[src/rtl/cod_7seg_linha.sv]
// cod_7seg_linha: reads a 7-segment pattern (a..g) back into its 3-bit row code.
// The input is registered, held for STABLE_CYC identical samples, then looked up.
// A table hit is offered on a valid/ack handshake. A miss gives a one-cycle err pulse.
// A pattern that has been reported or rejected is not reported again until the
// input goes blank or moves to a different pattern.
// Optional feature macro: ERR_CNT_EN (saturating counter of err pulses on err_cnt).
module cod_7seg_linha #(
  parameter int STABLE_CYC = 4,
  parameter int CNT_W      = 3,
  parameter int ERRCNT_W   = 8
) (
  input  logic                clk,
  input  logic                reset,
  input  logic [6:0]          seg_in,
  input  logic                ack,
  output logic [2:0]          line_out,
  output logic                valid,
  output logic                err,
  output logic [ERRCNT_W-1:0] err_cnt
);

  typedef enum logic [1:0] {
    IDLE     = 2'd0,
    SETTLE   = 2'd1,
    WAIT_ACK = 2'd2
  } state_t;

  localparam logic [6:0]       BLANK   = 7'b0000000;
  localparam logic [CNT_W-1:0] CNT_END = CNT_W'(STABLE_CYC);
  localparam logic [CNT_W-1:0] CNT_ONE = CNT_W'(1);

  state_t           state_q, state_d;
  logic [6:0]       seg_q;
  logic [6:0]       cand_q, cand_d;
  logic [6:0]       last_q, last_d;
  logic [CNT_W-1:0] cnt_q, cnt_d;
  logic [2:0]       line_q, line_d;
  logic             valid_q, valid_d;
  logic             err_q, err_d;

  logic [3:0]       enc;
  logic             enc_ok;
  logic [2:0]       enc_code;
  logic             seg_blank;
  logic             stable;

  // Pattern lookup: returns {hit, code}; any pattern not in the table is a miss.
  function automatic logic [3:0] encode(input logic [6:0] s);
    case (s)
      7'b1001111: encode = {1'b1, 3'd0};
      7'b0010010: encode = {1'b1, 3'd1};
      7'b0000110: encode = {1'b1, 3'd2};
      7'b1001100: encode = {1'b1, 3'd3};
      7'b0100100: encode = {1'b1, 3'd4};
      7'b0100000: encode = {1'b1, 3'd5};
      7'b0001111: encode = {1'b1, 3'd6};
      7'b1111111: encode = {1'b1, 3'd7};
      default:    encode = 4'b0000;
    endcase
  endfunction

  assign enc       = encode(cand_q);
  assign enc_ok    = enc[3];
  assign enc_code  = enc[2:0];
  assign seg_blank = (seg_q == BLANK);
  assign stable    = (cnt_q == CNT_END);

  // State register.
  always_ff @(posedge clk or posedge reset) begin
    if (reset) state_q <= IDLE;
    else       state_q <= state_d;
  end

  // Next-state logic; a completed stability count wins over a late input change.
  always_comb begin
    state_d = state_q;
    case (state_q)
      IDLE: begin
        if (!seg_blank && (seg_q != last_q)) state_d = SETTLE;
      end
      SETTLE: begin
        if (stable)         state_d = enc_ok ? WAIT_ACK : IDLE;
        else if (seg_blank) state_d = IDLE;
      end
      WAIT_ACK: begin
        if (ack) state_d = IDLE;
      end
      default: state_d = IDLE;
    endcase
  end

  // Datapath/output next values: candidate tracking, repeat suppression, handshake.
  always_comb begin
    cand_d  = cand_q;
    cnt_d   = cnt_q;
    last_d  = last_q;
    line_d  = line_q;
    valid_d = valid_q;
    err_d   = 1'b0;
    case (state_q)
      IDLE: begin
        if (seg_blank) begin
          last_d = BLANK;
        end else if (seg_q != last_q) begin
          cand_d = seg_q;
          cnt_d  = CNT_ONE;
        end
      end
      SETTLE: begin
        if (stable) begin
          if (enc_ok) begin
            line_d  = enc_code;
            valid_d = 1'b1;
          end else begin
            err_d  = 1'b1;
            last_d = cand_q;
          end
        end else if (seg_blank) begin
          last_d = BLANK;
          cnt_d  = '0;
        end else if (seg_q == cand_q) begin
          cnt_d = cnt_q + CNT_ONE;
        end else begin
          cand_d = seg_q;
          cnt_d  = CNT_ONE;
        end
      end
      WAIT_ACK: begin
        if (ack) begin
          valid_d = 1'b0;
          last_d  = cand_q;
        end
      end
      default: begin
        valid_d = 1'b0;
      end
    endcase
  end

  // Input sampling and datapath registers.
  always_ff @(posedge clk or posedge reset) begin
    if (reset) begin
      seg_q   <= BLANK;
      cand_q  <= BLANK;
      last_q  <= BLANK;
      cnt_q   <= '0;
      line_q  <= 3'b000;
      valid_q <= 1'b0;
      err_q   <= 1'b0;
    end else begin
      seg_q   <= seg_in;
      cand_q  <= cand_d;
      last_q  <= last_d;
      cnt_q   <= cnt_d;
      line_q  <= line_d;
      valid_q <= valid_d;
      err_q   <= err_d;
    end
  end

  assign line_out = line_q;
  assign valid    = valid_q;
  assign err      = err_q;

`ifdef ERR_CNT_EN
  logic [ERRCNT_W-1:0] err_cnt_q;

  // Saturating count of rejected patterns, cleared only by reset.
  always_ff @(posedge clk or posedge reset) begin
    if (reset)                         err_cnt_q <= '0;
    else if (err_d && (err_cnt_q != '1)) err_cnt_q <= err_cnt_q + 1'b1;
  end

  assign err_cnt = err_cnt_q;
`else
  assign err_cnt = '0;
`endif

endmodule

[config.mk]
export PLATFORM = sky130hd
export DESIGN_NAME = cod_7seg_linha
export DESIGN_NICKNAME = d
export VERILOG_FILES = /design/src/rtl/cod_7seg_linha.sv
export SDC_FILE = /design/constraint.sdc
export NUM_CORES = 1
export LEC_CHECK = 0
export BUFFER_PORTS_ARGS = -buffer_cell sky130_fd_sc_hd__buf_2
export CELL_PAD_IN_SITES_DETAIL_PLACEMENT = 0
export CELL_PAD_IN_SITES_GLOBAL_PLACEMENT = 1
export CORE_MARGIN = 1.5
export CORE_UTILIZATION = 49
export CTS_CLUSTER_SIZE = 24
export DETAILED_ROUTE_END_ITERATION = 10
export HOLD_SLACK_MARGIN = 0.02
export MAX_ROUTING_LAYER = met4
export PLACE_DENSITY = 0.95
export SYNTH_ARGS = -nofsm -noshare
export SYNTH_HDL_FRONTEND = slang
export SYNTH_SLANG_ARGS = --single-unit
[constraint.sdc]
create_clock -name clk -period 3.6 [get_ports clk]
set_input_delay 0.72 -clock clk [delete_from_list [all_inputs] [get_ports clk]]
set_output_delay 0.72 -clock clk [all_outputs]
set_load 0.05 [all_outputs]
Word-level counts from Yosys, hierarchy flattened --
Cells that the tools add are included.
Storage, ports and cells: bits in registers 31, bits of input ports 10, output and inout port bits 13, word-level logic and storage cells 77
Operators by class: add/subtract/negate cells 1, equal/unequal tests 24, multiplexer cells 31, bitwise operators 1, reductions and logical operators 12
Operators with widths (number):
- 7-bit 2-to-1 mux | 9
- 4-bit one-hot mux with 8 select lines | 1
- 7-bit equality test, second input constant | 3
- 7-bit one-hot mux with 3 select lines | 1
- 2-bit inequality test, second input constant | 9
- 3-bit 2-to-1 mux | 5
- 7-bit by 6-bit equality test with 1-bit output, second input constant | 2
- 7-bit one-hot mux with 2 select lines | 1
- 2-bit 2-to-1 mux | 5
- 3-bit AND reduction | 3
- 4-bit AND reduction | 2
- 7-bit by 3-bit equality test with 1-bit output, second input constant | 1
- 7-bit by 4-bit equality test with 1-bit output, second input constant | 1
- 7-bit by 5-bit equality test with 1-bit output, second input constant | 1
- 7-bit equality test | 1
- 7-bit zero test | 1
- 7-bit inequality test | 1
- 1-bit 2-to-1 mux | 6
- 3-bit inequality test, second input constant | 2
- 2-bit one-hot mux with 3 select lines | 1
- 3-bit one-hot mux with 2 select lines | 1
- 6-bit AND reduction | 1
- 3-bit by 1-bit adder with 3-bit output, second input constant | 1
- 3-bit equality test, second input constant | 1
- other kinds (9) | 9

Logic depth before layout (Yosys ltp) --
Gate-level depths: netlist of the first run.
depth in word-level cells 5, gate-level depth with buffers 7, depth with buffers taken out 7

Worst setup path before layout of the first run --
No wires, ideal clock.
path type register to register, start point reg state_q[0], end point reg cand_q[0], data arrival time 1.987 ns, data required time 3.475 ns, slack 1.488 ns, stages on the path, launching flop included 6, path buffers 0, period minus slack after synthesis 2.112 ns, path through dfrtp_1 > inv_1 > ha_1 > or2b_1 > a2111oi_4 > mux2_4
On the way: cells in the longest elaborated chain, start to end 3
RTL lines:
- start: declaration | line 32 | state_t state_q, state_d;
- start signal: assignment | line 71 | else state_q <= state_d;
- 2-bit by 1-bit equality test with 1-bit output / 2-bit zero test (equally long branches) | line 100 | case (state_q)
- 2-bit inequality test (no line) / 2-bit nonzero test (equally long branches)
- 6-bit AND reduction (no line)
- end signal: assignment | line 152 | cand_q <= cand_d;
- end: declaration | line 34 | logic [6:0] cand_q, cand_d;
Parallel ways exist; a longest one is shown, timed or not. A chain may end at the register's enable or synchronous reset.

Worst setup path after layout of the first run --
start point reg state_q[1], end point reg cand_q[5]
The elaborated chain is that of the path after synthesis.

==> results of run 1 <==
-- path summary, 6_finish.rpt --
path                                          from                      end  slack (ns)  depth (start not counted)
hold reg to reg            line_out[1]$_DFFE_PP0P_  line_out[1]$_DFFE_PP0P_        0.48                          1
min in group asynchronous                    reset    last_q[4]$_DFFE_PP0P_        0.71                          2
hold / removal             line_out[1]$_DFFE_PP0P_  line_out[1]$_DFFE_PP0P_        0.48                          1
max in group asynchronous                    reset   state_q[1]$_DFFE_PP0P_        2.23                          2
setup / recovery            state_q[1]$_DFFE_PP0P_    cand_q[5]$_DFFE_PP0P_        1.25                          5
setup reg to reg            state_q[1]$_DFFE_PP0P_    cand_q[5]$_DFFE_PP0P_        1.25                          5
-- sequential cells by signal (all words and copies together) (netlist names) --
name      flops
cnt_q         3
seg_q         7
err           1
last_q        7
state_q       2
cand_q        7
valid         1
line_out      3
-- layer usage --
| metal | vias to the layer above | global-route usage (%) |
|---|---|---|
| met5 | - | - |
| met4 | 0 | 10.87 |
| met3 | 6 | 5.357 |
| met2 | 42 | 28.95 |
| met1 | 586 | 23.68 |
| li1 | 579 | - |
-- cells by family after synthesis --
group / Yosys count / share of synthesized area [%]
and+or+nand+nor: 41 / 15.03
AOI/OAI and AO/OA: 31 / 15.10
DFF: 31 / 42.94
buffers and inverters: 22 / 8.102
xor gates and xnor gates: 14 / 6.787
muxes: 10 / 7.687
adders and majority gates: 6 / 4.155
other: 1 / 0.2076
-- Yosys cell counts (2+ instances only) --
| library cell | n |
|---|---|
| nand3_1 | 4 |
| o21ai_0 | 6 |
| buf_4 | 13 |
| nand2_1 | 5 |
| mux2_2 | 2 |
| mux2_4 | 7 |
| dfrtp_1 | 31 |
| nor3b_1 | 3 |
| inv_1 | 7 |
| xnor2_1 | 14 |
| buf_6 | 2 |
| a22o_1 | 8 |
| nor4_1 | 4 |
| nor2_1 | 6 |
| a21o_1 | 2 |
| nand4_1 | 4 |
| ha_1 | 6 |
-- worst max-delay path: cells and delay by family, from the launching register on --
kind                     cells  cell delay [ns]
AO/OA/AOI/OAI                1             0.74
multiplexers                 1             0.35
flip-flops                   1             0.42
AND/OR/NAND/NOR              1             0.32
adder cells (fa/ha/maj)      1             0.31
buffers and inverters        1             0.09
-- through the flow --
step | cell area (um2) | total power (uW) | std cells | utilization, %
floorplan | 1833 | 992.6 | 163 | -
global placement | 1841 | 998.2 | 208 | 53.47
detailed placement | 1841 | 1030 | 208 | 53.47
CTS | 1928 | 1308 | 215 | 56.02
global route | 1928 | 1385 | 215 | 56.02
finish | 1928 | 1302 | 215 | 56.02
-- power breakdown --
| part | internal [uW] | total, uW | switching, uW |
|---|---|---|---|
| sequential | 409 | 537 | 128 |
| clock | 150 | 272 | 123 |
| combinational | 245 | 494 | 249 |
| total | 803 | 1300 | 499 |
-- area by class of cell --
| type | instances | area [um2] | area share [%] |
|---|---|---|---|
| multi-input cells | 110 | 910.9 | 47.24 |
| flip-flops and latches | 31 | 775.7 | 40.23 |
| clock buffers | 6 | 82.58 | 4.283 |
| repair buffers | 14 | 70.07 | 3.634 |
| well taps | 46 | 57.56 | 2.985 |
| inverters | 7 | 26.28 | 1.363 |
| clock inverters | 1 | 5.005 | 0.2596 |
==> flow_summary.toml, run 1 <==
[run_status]
outcome = "finished, final reports clean"

[drt]
drt-met1-wl_um = 1480
routed_wl_um = 3301
first_iter_violations = 140
vias = 1213
met2_wirelength_um = 1563
via_per_inst = 5.642
wl_met3_um = 184
detail-route-antenna-nets = 0
dr.pass1.iters = 4
wl_per_cell_um = 15.35
post-route-drc-count = 0
maxUsedRoutingLayer = "met4"

[logic_synthesis]
synth_edf_count = 0
synth-seq-area-share_pct = 42.94
synth_top_area_share_pct = 42.94
synth_ff_type = "dfrtp_1"
synth_area_leaders = "dfrtp_1 43%, xnor2_1 6.8%, mux2_4 5.8%, buf_4 5.4%, ha_1 4.2%"
synth_seq_cells = 31
yosysWarnings = 0
syn_area_per_cell_um2 = 11.58
syn_area_um2 = 1807
synthDistinctLibCells = 49
synth_async_sr_flop_share_pct = 100.0
yosys.area.top_type = "dfrtp_1"
syn-instance-count = 156

[floorplan]
die_w_um = 63.72
die_h_um = 63.72
ios = 23
rows = 21
core_region_area_um2 = 3442
start_util_pct = 52.49
dieArea_um2 = 4060

[cts]
cts_post_setup_buffers_inserted = 0
cts_buffer_depth = 2
cts_tree = "built"
numCtsBuffers = 5
clk_latency_ns = 0.29
cts_root_buf = "clkbuf_8"
clkTransAtPathRegs_ns = 0.06
htreeDepth = 2
cts-hold-fix-buffers = 0
clock-sinks = 31
cts-resized-gates = 0

[sta]
relSlewSlack_pct = 26.28
tns_ns = 0
fin_ws_ns = 1.254
setup_violations = 0
drv_slew = 0
hold_viol = 0
timing.fmax_ghz = 0.4263
worstMarginPinSlew_ns = 1.105
clock_skew_ns = 0.003265
rsz0062_at_grt = "false"
holdWs_ns = 0.4768
fin_crit_ns = 2.346
finalCritPeriodShare_pct = 65.15

[pwr]
p_leak_uw = 0.0008607
p_per_area_nw_per_um2 = 675.5
irDropWorstVdd_v = 0.0003149

[layout]
num-nets-final = 185
drive_above_1_share_pct = 24.26
fill_cells = 303
syn_to_final_growth_pct = 6.717
layout_commonest_cell = "dfrtp_1"
diodes = 0
final_cell_mix = "31 x dfrtp_1, 14 x xnor2_1, 14 x buf_2"

[global_route]
grt-ovfl-total = 0
grt_start_max_net_pins = 32
grt_use_total_pct = 19.39
grt_pass1_wl_um = 5740
grt_pass1_vias = 1245
antenna_found_initial = 0

[flow_run]
drv_cap = 0

[worst_setup_path]
slowest_delay_ns = 0.74
path_class = "flop to flop"
start_kind = "flop"
endpoint_kind = "flop"
worstPathCellList = "inv_1 > ha_1 > or2b_1 > a2111oi_4 > mux2_4"
required_ns = 3.77
cp_max_fo = 7
arrival_ns = 2.52
crit_slowest_cell = "a2111oi_4"

[placement]
dp_hpwl_um = 2436
place.gp.congestion = 0.9538
post-place-ws_ns = 1.284
io_buffers = 14

[worst_hold_path]
hold_class = "flop to flop"
Note: power is estimated with default switching activity, not from simulation.
==> run 2: changes to the inputs <==
Settings changed: CORE_UTILIZATION 49 to 41, PLACE_DENSITY 0.95 to 0.87.
Clock period 3.6 ns to 2.1 ns, I/O delays scaled along.
==> flow_summary.toml, run 2 (synthesized netlist as in run 1, its figures left out) <==
[run_status]
outcome = "finished, final reports clean"

[layout]
drive_above_1_share_pct = 37.43
reg_top3 = "cand_q: 7 flops, last_q: 7 flops, seg_q: 7 flops"
num-nets-final = 202
fill_cells = 382
final_area_um2 = 2132
layout_commonest_cell = "dfrtp_1"
fin_cells = 237
final_cell_mix = "28 x dfrtp_1, 17 x buf_4, 14 x xnor2_1, 14 x buf_2, 8 x conb_1"
syn_to_final_growth_pct = 18.01
diodes = 0

[floorplan]
dieArea_um2 = 4814
start_util_pct = 43.90
ios = 23
die_w_um = 69.38
rows = 23
core_region_area_um2 = 4115
die_h_um = 69.38

[pwr]
p_sw_share_pct = 35.65
p_per_area_nw_per_um2 = 1212
power.switching_uw = 921.1
irDropWorstVdd_v = 0.0004047
clockPowerShare_pct = 23.4
p_leak_uw = 0.0009627
power_frac_comb_pct = 42.7
intPower_uw = 1663
seq_power_share_pct = 33.9

[sta]
drv_slew = 0
finalCritPeriodShare_pct = 96.78
hold_viol = 0
fin_crit_ns = 2.032
timing.fmax_ghz = 0.4921
clock_skew_ns = 0.003776
tns_ns = 0
setup_violations = 0
rsz0062_at_grt = "false"

[global_route]
grt-ovfl-total = 0
grt_pass1_wl_um = 6237
antenna_found_initial = 0
grt_pass1_vias = 1344
grt_start_max_net_pins = 32
grt_use_total_pct = 16.69

[worst_setup_path]
start_kind = "flop"
required_ns = 2.27
endpoint_kind = "flop"
crit_slowest_cell = "dfrtp_1"
arrival_ns = 2.20
slowest_delay_ns = 0.42
worstPathCellList = "inv_1 > ha_2 > a21bo_2 > a2111oi_4 > buf_4 > mux2_4"
path_class = "flop to flop"
cp_max_fo = 7

[drt]
detail-route-antenna-nets = 0
vias = 1313
wl_per_cell_um = 15.32
dr.pass1.iters = 4
post-route-drc-count = 0
routed_wl_um = 3631
first_iter_violations = 37
via_per_inst = 5.540

[cts]
cts_root_buf = "clkbuf_8"
htreeDepth = 2
clk_latency_ns = 0.28
cts_buffer_depth = 2
clkTransAtPathRegs_ns = 0.07
cts-hold-fix-buffers = 0
cts_tree = "built"
numCtsBuffers = 5
clock-sinks = 31

[placement]
place.gp.congestion = 0.8385
placed_area_um2 = 1958
dp_hpwl_um = 2662
placed_cells = 227
io_buffers = 14

[flow_run]
drv_cap = 0

[worst_hold_path]
hold_class = "primary input to asynchronous set/reset pin"
-- run 2: cell count changes in the layout (fill, tap and decap cells not counted), moves of 2 or more --
cell and delta:
buf_4 +17, dfrtp_1 -3, dfrtp_2 +3, ha_1 -2, ha_2 +2
-- run 2: repair_timing --
action | in CTS | in global routing
resized for setup | 1 | 13
endpoints found under the setup margin | 7 | 10
buffers inserted | 0 | 2
pin swaps | 1 | 5
-- run 2: power by group through the flow --
stage	sequential, uW	combinational (uW)	clock, uW
floorplan	788	914	0
global placement	862	991	0
detailed placement	875	1030	0
CTS	865	1030	617
global route	896	1190	648
finish	877	1100	605
-- run 2: worst paths after layout --
kind                                   startpoint                    end  slack (ns)  depth (start not counted)
min                                         reset     seg_q[2]$_DFF_PP0_        0.20                          3
min reg2reg                     valid$_DFFE_PP0P_      valid$_DFFE_PP0P_        0.51                          1
max in group asynchronous                   reset  cand_q[3]$_DFFE_PP0P_        1.59                          3
max reg2reg                state_q[1]$_DFFE_PP0P_  cand_q[2]$_DFFE_PP0P_        0.07                          6
min in group clk                        seg_in[1]     seg_q[1]$_DFF_PP0_        0.24                          1
max                        state_q[1]$_DFFE_PP0P_  cand_q[2]$_DFFE_PP0P_        0.07                          6
-- run 2: area by class of cell --
| cell class | count | area, um2 | share of cell area, % |
|---|---|---|---|
| inverters | 7 | 26.28 | 1.232 |
| clock inverters | 2 | 35.03 | 1.643 |
| well taps | 50 | 62.56 | 2.934 |
| repair buffers | 31 | 197.7 | 9.272 |
| multi-input cells | 110 | 948.4 | 44.48 |
| clock buffers | 6 | 82.58 | 3.873 |
| flip-flops and latches | 31 | 779.5 | 36.56 |
-- run 2: worst max-delay path: cells and delay by family, from the launching register on --
family          cells  cell delay (ns)
compound gates      2             0.62
flops               1             0.42
buf+inv             2             0.35
fa+ha+maj           1             0.22
mux                 1             0.32
-- run 2: per-stage QoR --
stage	worst slack (ns)	util [%]	total power (uW)	hold slack, ns
floorplan	0.04159	-	1703	0.4514
global placement	0.02237	47.58	1854	0.4632
detailed placement	0.003997	47.58	1900	0.4866
CTS	0.004434	50.56	2517	0.2189
global route	0.0005844	51.81	2732	0.2275
finish	0.06769	51.81	2584	0.2043
-- run 2: metal layers --
layer | part of all wire (%) | global-route usage, %
met1 | 43 | 19.63
met2 | 50 | 28.10
met3 | 5.4 | 3.198
met4 | 1.7 | 6.754
met5 | 0 | -
==> run 3: changes to the inputs <==
Settings changed: BUFFER_PORTS_ARGS -buffer_cell sky130_fd_sc_hd__buf_2 to default, CORE_UTILIZATION 41 to 45, DONT_BUFFER_PORTS from default to 1, PLACE_DENSITY 0.87 to 0.86.
==> flow_summary.toml, run 3 (synthesized netlist as in run 1, its figures left out) <==
[worst_hold_path]
hold_class = "primary input to flop"
hold_path_depth = 0

[sta]
setup_violations = 0
timing.fmax_ghz = 0.4869
holdWs_ns = 0.1650
clock_skew_ns = 0.002491
relSlewSlack_pct = 61.24
fin_crit_ns = 2.054
tns_ns = 0
worstMarginPinSlew_ns = 0.5753
finalCritPeriodShare_pct = 97.81
drv_slew = 0
rsz0062_at_grt = "true"
hold_viol = 0

[pwr]
intPower_uw = 1754
total_power_uw = 2705
p_sw_share_pct = 35.14
irDropWorstVdd_v = 0.0006434
power.switching_uw = 950.5
power_frac_comb_pct = 38.8
p_leak_uw = 0.0009114
p_per_area_nw_per_um2 = 1284
clockPowerShare_pct = 25.6
seq_power_share_pct = 35.6

[worst_setup_path]
reg2regPathDepth = 6
arrival_ns = 2.22
rrSetupSlack_ns = 0.05
cp_max_fo = 5
reg2reg_from = "state_q[1]$_DFFE_PP0P_"
crit_end = "cand_q[5]$_DFFE_PP0P_"
path_class = "flop to flop"
required_ns = 2.27
endpoint_kind = "flop"
cp-startpoint = "state_q[1]$_DFFE_PP0P_"
r2r-end = "cand_q[5]$_DFFE_PP0P_"
start_kind = "flop"

[layout]
reg_top3 = "cand_q: 7 flops, last_q: 7 flops, seg_q: 7 flops"
diodes = 0
final_cell_mix = "28 x dfrtp_1, 18 x buf_4, 14 x xnor2_1"
layout_commonest_cell = "dfrtp_1"
num-nets-final = 190
fin_cells = 223
syn_to_final_growth_pct = 16.62
drive_above_1_share_pct = 33.14

[drt]
post-route-drc-count = 0
routed_wl_um = 3880
via_per_inst = 5.717
vias = 1275
detail-route-antenna-nets = 0
first_iter_violations = 75
wl_per_cell_um = 17.40
dr.pass1.iters = 4

[cts]
clock-sinks = 31
numCtsBuffers = 5
cts_root_buf = "clkbuf_8"
clk_latency_ns = 0.28
htreeDepth = 2
cts_tree = "built"
clkTransAtPathRegs_ns = 0.06
cts_buffer_depth = 2

[placement]
place.gp.congestion = 0.7625
placed_cells = 211
dp_hpwl_um = 2760
io_buffers = 0

[floorplan]
rows = 22
die_h_um = 66.37
ios = 23
start_util_pct = 47.91
core_region_area_um2 = 3771
dieArea_um2 = 4404
die_w_um = 66.37

[run_status]
outcome = "finished, final reports clean"

[flow_run]
drv_cap = 0

[global_route]
grt_start_max_net_pins = 28
antenna_found_initial = 0
grt-ovfl-total = 0
grt_pass1_wl_um = 6403
grt_use_total_pct = 20.41
grt_pass1_vias = 1305
-- run 3: area by class of cell --
type,instances,area (um2)
inverters,7,26.28
multi-input cells,110,963.4
fillers,308,1664
well taps,48,60.06
clock buffers,6,72.57
clock inverters,2,60.06
flip-flops and latches,31,779.5
repair buffers,19,145.1
-- run 3: per-layer routing --
layer / GRT usage (%) / part of all wire [%] / vias to the layer above
met1: 25.19 / 43 / 634
met5: - / 0 / -
met3: 6.133 / 6.0 / 9
li1: - / - / 586
met2: 31.62 / 49 / 46
met4: 7.653 / 2.1 / 0
-- run 3: how the worst min path moves through the flow --
stage,start,end,slack (ns)
2_1_floorplan,seg_in[0],seg_q[0]$_DFF_PP0_,0.45
3_3_place_gp,reset,seg_q[1]$_DFF_PP0_,0.21
6_report,seg_in[3],seg_q[3]$_DFF_PP0_,0.16
5_1_grt,seg_in[3],seg_q[3]$_DFF_PP0_,0.14
4_1_cts,seg_in[3],seg_q[3]$_DFF_PP0_,0.16
3_5_place_dp,reset,seg_q[1]$_DFF_PP0_,0.21
-- run 3: power by group through the flow --
stage          Combinational (uW)  Sequential, uW  Clock [uW]
2_1_floorplan                 914             788           0
3_3_place_gp                  928             912           0
3_5_place_dp                  956             931           0
4_1_cts                       966             925         710
5_1_grt                      1130             980         741
6_report                     1050             962         693
-- run 3: repair_timing --
action | CTS | global route
endpoints found under the hold margin | 4 | 0
buffers inserted | 0 | 3
hold buffers | 1 | 0
cloned | 0 | 0
pin swaps | 0 | 4
gates resized for setup | 1 | 14
setup endpoints to repair | 1 | 15
-- run 3: metrics by stage --
step / setup slack, ns / area, um2 / util [%]
global route: -0.02855 / 2107 / 55.87
detailed placement: -0.04769 / 1886 / 50.00
finish: 0.04598 / 2107 / 55.87
CTS: 0.007276 / 2034 / 53.95
floorplan: 0.04159 / 1833 / -
global placement: 0.05402 / 1886 / 50.00
-- run 3: critical path, cell delays in order, from the launching register on --
cell and delay (ns):
dfrtp_1 0.42, inv_1 0.13, ha_2 0.25, a21bo_2 0.28, a2111oi_4 0.34, buf_4 0.21, mux2_4 0.30
